==> src/rtl/mdu_hilo.sv <==
// Iterative MIPS MULT/MULTU/DIV/DIVU unit owning HI/LO; result 34 cycles after start (WIDTH+2).
// start is ignored while busy (no queueing); MDU_DIVZERO_FAST_EN finishes divide-by-zero in 2 cycles.
module mdu_hilo #(
  parameter int WIDTH = 32
) (
  input  logic             clk,
  input  logic             rst,
  input  logic             start,
  input  logic [1:0]       op,
  input  logic [WIDTH-1:0] A,
  input  logic [WIDTH-1:0] B,
  input  logic             hi_we,
  input  logic             lo_we,
  input  logic [WIDTH-1:0] wdata,
  output logic             busy,
  output logic             done,
  output logic [WIDTH-1:0] hi,
  output logic [WIDTH-1:0] lo
);

  localparam int CW = $clog2(WIDTH + 1);

  typedef enum logic [1:0] {IDLE, PREP, RUN, FIX} state_t;

  state_t                 state, state_nxt;
  logic [1:0]             op_q;
  logic [WIDTH-1:0]       a_q, b_q, mb;
  logic [2*WIDTH-1:0]     acc;
  logic                   neg_res, neg_rem;
  logic [CW-1:0]          cnt;

  logic                   is_div, is_signed, b_zero;
  logic [WIDTH-1:0]       mag_a, mag_b;
  logic [WIDTH:0]         mul_sum, div_shift, div_diff;
  logic [2*WIDTH-1:0]     prod;
  logic [WIDTH-1:0]       quo, rem;

  assign is_div    = op_q[1];
  assign is_signed = ~op_q[0];
  assign b_zero    = (b_q == '0);
  assign mag_a     = (is_signed && a_q[WIDTH-1]) ? -a_q : a_q;
  assign mag_b     = (is_signed && b_q[WIDTH-1]) ? -b_q : b_q;

  // acc holds {partial product high, multiplier} or {remainder, dividend/quotient}
  assign mul_sum   = {1'b0, acc[2*WIDTH-1:WIDTH]} + {1'b0, (acc[0] ? mb : {WIDTH{1'b0}})};
  assign div_shift = acc[2*WIDTH-1:WIDTH-1];
  assign div_diff  = div_shift - {1'b0, mb};
  assign prod      = neg_res ? -acc : acc;
  assign quo       = neg_res ? -acc[WIDTH-1:0] : acc[WIDTH-1:0];
  assign rem       = neg_rem ? -acc[2*WIDTH-1:WIDTH] : acc[2*WIDTH-1:WIDTH];

  always_ff @(posedge clk) begin
    if (rst) state <= IDLE;
    else     state <= state_nxt;
  end

  always_comb begin
    state_nxt = state;
    busy      = (state != IDLE);
    done      = (state == FIX);
    case (state)
      IDLE: if (start) state_nxt = PREP;
      PREP: begin
`ifdef MDU_DIVZERO_FAST_EN
        if (is_div && b_zero) state_nxt = FIX;
        else                  state_nxt = RUN;
`else
        state_nxt = RUN;
`endif
      end
      RUN:  if (cnt == CW'(1)) state_nxt = FIX;
      FIX:  state_nxt = IDLE;
      default: state_nxt = IDLE;
    endcase
  end

  always_ff @(posedge clk) begin
    if (rst) begin
      hi      <= '0;
      lo      <= '0;
      cnt     <= '0;
      acc     <= '0;
      mb      <= '0;
      op_q    <= '0;
      a_q     <= '0;
      b_q     <= '0;
      neg_res <= 1'b0;
      neg_rem <= 1'b0;
    end else begin
      case (state)
        IDLE: begin
          if (start) begin
            op_q <= op;
            a_q  <= A;
            b_q  <= B;
          end
          if (hi_we) hi <= wdata;
          if (lo_we) lo <= wdata;
        end
        PREP: begin
          neg_res <= is_signed & (a_q[WIDTH-1] ^ b_q[WIDTH-1]);
          neg_rem <= is_signed & a_q[WIDTH-1];
          cnt     <= CW'(WIDTH);
          if (is_div) begin
            acc <= {{WIDTH{1'b0}}, mag_a};
            mb  <= mag_b;
          end else begin
            acc <= {{WIDTH{1'b0}}, mag_b};
            mb  <= mag_a;
          end
        end
        RUN: begin
          cnt <= cnt - CW'(1);
          if (!is_div)
            acc <= {mul_sum, acc[WIDTH-1:1]};
          else if (!div_diff[WIDTH])
            acc <= {div_diff[WIDTH-1:0], acc[WIDTH-2:0], 1'b1};
          else
            acc <= {div_shift[WIDTH-1:0], acc[WIDTH-2:0], 1'b0};
        end
        FIX: begin
          if (!is_div) begin
            hi <= prod[2*WIDTH-1:WIDTH];
            lo <= prod[WIDTH-1:0];
          end else if (b_zero) begin
            // dividend goes to HI raw (not its magnitude) so DIV by zero matches DIVU
            hi <= a_q;
            lo <= '1;
          end else begin
            hi <= rem;
            lo <= quo;
          end
        end
        default: ;
      endcase
    end
  end

endmodule
==> config.mk <==
export PLATFORM = sky130hd
export DESIGN_NAME = mdu_hilo
export DESIGN_NICKNAME = d
export VERILOG_FILES = /design/src/rtl/mdu_hilo.sv
export SDC_FILE = /design/constraint.sdc
export NUM_CORES = 1
export LEC_CHECK = 0
export ABC_AREA = 1
export ABC_CLOCK_PERIOD_IN_PS = 2400
export CAP_MARGIN = 40
export CORE_AREA = 4 4 270 272
export CTS_BUF_LIST = sky130_fd_sc_hd__clkbuf_8
export CTS_CLUSTER_SIZE = 10
export DETAILED_ROUTE_END_ITERATION = 10
export DIE_AREA = 0 0 274 276
export PLACE_DENSITY = 0.58
export SLEW_MARGIN = 10
export SYNTH_ARGS = -nofsm -noshare
export SYNTH_HDL_FRONTEND = slang
export SYNTH_SLANG_ARGS = --single-unit
==> constraint.sdc <==
create_clock -name clk -period 2.4 [get_ports clk]
set_clock_uncertainty 0.1 [all_clocks]
set_input_delay 0.6 -clock clk [delete_from_list [all_inputs] [get_ports clk]]
set_output_delay 0.6 -clock clk [all_outputs]
set_load 0.02 [all_outputs]
==> results.toml, run 1 <==
[global_route]
grt_max_degree = 157
antenna_found_initial = 1
grt_first_pass_wirelength_um = 149100
overflow = 0
grt_pass1_vias = 24487
grt_use_total = 0.2526

[timing]
worst_pin_slew_ns = 0.9302
final-hold-violation-count = 0
fin_crit_sh = 1.091
setup_viol = 33
slew-limit-headroom = 0.3799
drv_slew = 0
setup_ws_ns = -0.2192
rsz0062_at_grt = "yes"
fin_hold_ws_ns = 0.2774
period_needed_ns = 2.619
max_freq_mhz = 381.8

[power]
powerDensity_nw_per_um2 = 1267
power_frac_seq = 0.158
finalPower_uw = 38570
swShare = 0.5219
cellInternalPower_uw = 18440
p_leak_uw = 0.01455
power_frac_comb = 0.725
p_clk_frac = 0.117
p_switching_uw = 20130
ir_drop_uv = 773.0

[die]
die_w_um = 274
dieArea_um2 = 75620
dieHeight_um = 276
start_util = 0.2965
ios = 169
core_area_um2 = 70750
rows = 98

[detailed_routing]
routedWlPerCell_um = 19.35
wirelength_um = 101000
first_pass_iters = 8
num_vias = 26635
ant_nets = 0
avgViaCountPerCell = 5.103
drt_iter0_drc = 2701
drc_errors = 0

[worst_setup_path]
cp_max_fo = 6
cp-start-kind = "flop"
r2r_end = "acc[35]"
cp-end-kind = "flop"
path_depth = 20
reg2reg_from = "acc[31]"
worst-path-buf-inv = 4
worstSetupPathType = "flop to flop"
crit_top_cell = "nand2_4"
cp.required_ns = 2.83
r2r_cells = 20
crit_family = "simple AND/OR/NAND/NOR gates"
critPathMaxStageDelay_ns = 0.43
crit_path_cell_trace = "inv_2 > ha_4 > fa_2 > inv_2 > nand2_1 > nand2_1 > nand3_2 > nand2_2 > nand2_2 > nand2_2 > nand2_4 > nand2_4 > nand2_4 > nand2_8 > buf_12 > buf_12 > nand2_4 > nand3_2 > nand2_1 > a21oi_1"
cp.arrival_ns = 3.05
ff2ff_setup_slack_ns = -0.22
crit_slowest_cell = "fa_2"

[logic_synthesis]
synth_most_common_cell = "nand2_1"
netlist_top_cells_area = "dfxtp_1, nand2_1, inv_1"
netlist-cell-type-count = 48
yosysSeqAreaShare = 0.2252
synth_edf_count = 0
synth_common_cells = "nand2_1, inv_1, a21oi_1"
syn-cell-area_um2 = 20980
ys_ff_latch = 236
yosysWarnings = 0
syn_avg_cell_area_um2 = 5.660
yosysTopAreaCellShare = 0.2252
synthArstFlopShare = 0
synth_area_leader_cell = "dfxtp_1"
ys.flop_type = "dfxtp_1"
syn_nets = 3885
synthCells = 3706

[min_path]
hp-class = "input pin to flop"
hold_start = "rst"
hold_path_end = "acc[11]"
min_path_cells = 4

[clock_network]
htreeDepth = 2
root_buffer = "clkbuf_8"
clk_latency_ns = 0.66
clk_pin_slew_ns = 0.07
clock-sinks = 236
numCtsBuffers = 46
cts_buffer_depth = 3
cts_tree = "done"

[finish]
num-nets-final = 4414
final_cells = 5219
areaGrowthSynthToFinish_pct = 45.13
drive_above_1_share = 0.2437
fill_cells = 7557

[place]
dp_hpwl_um = 80200
dp_cells = 5094
io_buffers = 168
gp_congestion = 1.028

[outcome]
status = "complete, but fails checks"
violations = "setup timing"

[job]
cap_violations = 0
power groups by stage:
stage / sequential, uW / combinational (uW) / clock [uW]
4_1_cts: 6040 / 26700 / 4550
3_3_place_gp: 6050 / 23800 / 0
5_1_grt: 6210 / 30100 / 4730
3_5_place_dp: 6060 / 23800 / 0
2_1_floorplan: 6150 / 13400 / 0
6_report: 6110 / 28000 / 4490
sequential cells by signal (all words and copies together), names as in the netlist:
signal / flops
a_q: 32
acc: 64
b_q: 32
cnt: 6
hi: 32
lo: 32
mb: 32
neg_rem: 1
neg_res: 1
op_q: 2
state: 2
layout by cell type, fill, tap and decap left out, types with 22 or more instances in the layout:
master and count:
a21oi_1 324, a21oi_2 42, buf_12 28, buf_4 419, clkbuf_8 61, clkdlybuf4s50_1 165
dfxtp_1 189, dfxtp_2 33, ha_4 54, inv_1 482, inv_2 45, nand2_1 921
nand2_2 101, nand2_4 37, nand3_1 297, nand3_2 48, nand4_1 44, nor2_1 261
nor2_2 46, nor2_4 22, nor3_1 22, o211ai_1 42, o21ai_0 283, xor2_1 100
cell type report:
class                      count  area, um2  area share
clock inverter                20      166.4    0.005466
multi-input combinational   2780      15660      0.5144
antenna                        1      2.502  0.00008219
inverter                     530       1999     0.06567
clock buffer                  61      839.6     0.02758
tap                          950       1189     0.03904
sequential                   236       4818      0.1583
timing repair buffer         641       5768      0.1895
tightest hold or removal path, delay by kind of cell:
family                 cells  cell delay, ns
buffers and inverters      2            0.22
AOI/OAI and AO/OA          2            0.14
layer usage:
layer,wire (um),up-vias,global-route usage,part of all wire
met3,8205,159,0.03601,0.081
met4,3410,0,0.07510,0.034
met1,44830,12381,0.3617,0.44
met2,44530,1092,0.3925,0.44
met5,0,-,0,0
li1,-,13003,-,-
worst max-delay path by stage:
stage | startpoint | end
finish | acc[31] | acc[35]
floorplan | acc[31] | acc[57]
global route | acc[31] | acc[35]
detailed placement | mb[19] | acc[53]
CTS | acc[31] | acc[49]
global placement | mb[19] | acc[53]
kinds of logic after synthesis:
family | after synthesis | share of synthesized area
flops | 236 | 0.2252
simple gates | 1839 | 0.3649
xor+xnor | 114 | 0.04760
fa+ha+maj | 76 | 0.04605
buf+inv | 690 | 0.1269
compound gates | 751 | 0.1893
per-stage QoR:
| step | setup TNS [ns] | cell area [um2] | setup slack [ns] | util |
|---|---|---|---|---|
| global route | -9.825 | 30450 | -0.3388 | 0.4303 |
| global placement | -7.070 | 26730 | -0.3031 | 0.3778 |
| floorplan | 0 | 21000 | 0.01787 | - |
| finish | -4.736 | 30450 | -0.2192 | 0.4303 |
| CTS | -1.941 | 29450 | -0.09017 | 0.4163 |
| detailed placement | -8.970 | 26730 | -0.3354 | 0.3778 |
repair_timing:
item / 4_1_cts / 5_1_grt
setup endpoints to repair: 44 / 73
gates resized for setup: 339 / 247
cloned: 3 / 5
setup buffers: 27 / 16
hold buffers: 0 / 0
endpoints found under the hold margin: 0 / 0
pin swaps: 99 / 110
(Power assumes the default switching activity.)
==> run 2, diff against run 1 <==
- CORE_AREA: 4 4 270 272 -> 4 4 235 237
- DIE_AREA: 0 0 274 276 -> 0 0 239 241
- PLACE_DENSITY: 0.58 -> 0.7
- SETUP_SLACK_MARGIN: unset -> 0.3
==> run 2 against run 1 <==
The run still ends with setup timing left. Wire length increased by 1.1%. Total power rose by 2.4%. Critical path depth decreased by 1. Count of clock-buffer cells in the layout down 11. Core utilization increased by 16 points. Sequential power shrank 0.7%. Fmax increased by 1.1%. Via count up 3.0%. Combinational power grew 5%. Hold slack better by 0.10 ns. Largest power group unchanged.
==> results.toml, run 2 (synthesis results as in run 1) <==
[outcome]
status = "complete, but fails checks"
violations = "setup timing"

[global_route]
antenna_found_initial = 0
overflow = 0
grt_max_degree = 89
grt_first_pass_wirelength_um = 147400
grt_use_total = 0.3319
grt_pass1_vias = 24696

[finish]
final_common_cell = "nand2_1"
drive_above_1_share = 0.2764
top_register = "acc"
final_cells = 5025
largest_reg_flops = 64
areaGrowthSynthToFinish_pct = 48.71
finalCoreUtilization = 0.5855
final_cell_mix = "nand2_1, inv_1, buf_4, a21oi_1, nand3_1"
fill_cells = 5188
num-nets-final = 4484

[clock_network]
numCtsBuffers = 46
clock-sinks = 236
cts_buffer_depth = 3
clk_pin_slew_ns = 0.06
ctsHoldBuffers = 0
clk_latency_ns = 0.63
root_buffer = "clkbuf_8"
htreeDepth = 2
cts_tree = "done"

[place]
io_buffers = 168
dp_cells = 4883
gp_congestion = 1.022
dp_hpwl_um = 79780

[power]
ir_drop_uv = 1227
power_frac_comb = 0.746
swShare = 0.5284
p_clk_frac = 0.100
power_frac_seq = 0.154
p_switching_uw = 20870
finalPower_uw = 39490
powerDensity_nw_per_um2 = 1266
cellInternalPower_uw = 18620
p_leak_uw = 0.01514

[worst_setup_path]
crit_path_cell_trace = "inv_2 > ha_4 > fa_2 > inv_2 > nand2_2 > nand2_2 > nand3_4 > nand2_4 > nand2_4 > nand2_4 > nand2_4 > nand3_4 > nand2_8 > buf_12 > buf_16 > nand2_1 > nand3_1 > nand2_1 > a21oi_1"
crit_top_cell = "nand2_4"
cp_max_fo = 7
critPathMaxStageDelay_ns = 0.41
worstSetupPathType = "flop to flop"
crit_family = "simple AND/OR/NAND/NOR gates"
cp.required_ns = 2.77
worst-path-buf-inv = 4
crit_slowest_cell = "fa_2"
cp-end-kind = "flop"
cp-start-kind = "flop"
cp.arrival_ns = 2.96

[die]
start_util = 0.3937
dieArea_um2 = 57600
ios = 169
die_w_um = 239
core_area_um2 = 53280
rows = 85
dieHeight_um = 241

[timing]
setup_viol = 54
drv_slew = 0
slew-limit-headroom = 0.4016
period_needed_ns = 2.591
setup_ws_ns = -0.1913
worst_pin_slew_ns = 0.8976
final-hold-violation-count = 0
fin_crit_sh = 1.080
max_freq_mhz = 385.9
fin_hold_ws_ns = 0.3773
rsz0062_at_grt = "yes"

[detailed_routing]
wirelength_um = 102100
num_vias = 27421
first_pass_iters = 9
ant_nets = 0
drc_errors = 0
drt_iter0_drc = 3102
routedWlPerCell_um = 20.32
avgViaCountPerCell = 5.457

[min_path]
hp-class = "flop to flop"

[job]
cap_violations = 0
## run 2: timing repair
| item | CTS | global route |
|---|---|---|
| setup buffers | 34 | 30 |
| gates cloned | 4 | 2 |
| gates resized for setup | 416 | 406 |
| pin swaps | 73 | 176 |
| setup endpoints to repair | 212 | 154 |
| endpoints found under the hold margin | 0 | 0 |
## run 2: worst register-to-register path, stage by stage, from the launching register on
cell and delay (ns):
dfxtp_2 0.33, inv_2 0.05, ha_4 0.16, fa_2 0.41, inv_2 0.10, nand2_2 0.05, nand2_2 0.09, nand3_4 0.08
nand2_4 0.11, nand2_4 0.07, nand2_4 0.08, nand2_4 0.08, nand3_4 0.11, nand2_8 0.09, buf_12 0.14, buf_16 0.13
nand2_1 0.06, nand3_1 0.08, nand2_1 0.08, a21oi_1 0.05
## run 2: per-layer routing
metal  vias up  track usage  part of all wire
met5         -            0                 0
met4         0       0.1392             0.050
met3       230      0.05337             0.094
met2      1398       0.5086              0.43
met1     12653       0.4648              0.42
li1      13140            -                 -
## run 2: path summary, 6_finish.rpt
path / startpoint / end / slack [ns] / cells after the start
min reg2reg: cnt[3] / cnt[3] / 0.38 / 2
max: acc[31] / acc[36] / -0.19 / 19
max reg2reg: acc[31] / acc[36] / -0.19 / 19
min: cnt[3] / cnt[3] / 0.38 / 2
## run 2: per-stage QoR
step | setup TNS [ns] | cell area [um2] | setup WS (ns)
5_1_grt | -11.14 | 31190 | -0.2552
4_1_cts | -2.025 | 29290 | -0.1054
2_1_floorplan | 0 | 21090 | 0.1132
3_5_place_dp | -7.143 | 26800 | -0.2410
3_3_place_gp | -5.942 | 26800 | -0.2217
6_report | -5.181 | 31190 | -0.1913
## run 2: power groups by stage
stage / logic, uW / registers (uW) / clock network [uW]
floorplan: 13500 / 6150 / 0
global placement: 24500 / 5990 / 0
detailed placement: 24400 / 6010 / 0
CTS: 26700 / 6000 / 4000
global route: 31500 / 6170 / 4150
finish: 29500 / 6070 / 3960
## run 2: layout make-up
| class | instances | area (um2) | area share |
|---|---|---|---|
| multi-input combinational | 2780 | 16330 | 0.5234 |
| clock inverter | 20 | 137.6 | 0.004412 |
| timing repair buffer | 711 | 6344 | 0.2034 |
| tap | 696 | 870.8 | 0.02792 |
| clock buffer | 50 | 688.2 | 0.02206 |
| antenna | 2 | 5.005 | 0.0001604 |
| inverter | 530 | 2022 | 0.06482 |
| sequential | 236 | 4800 | 0.1539 |
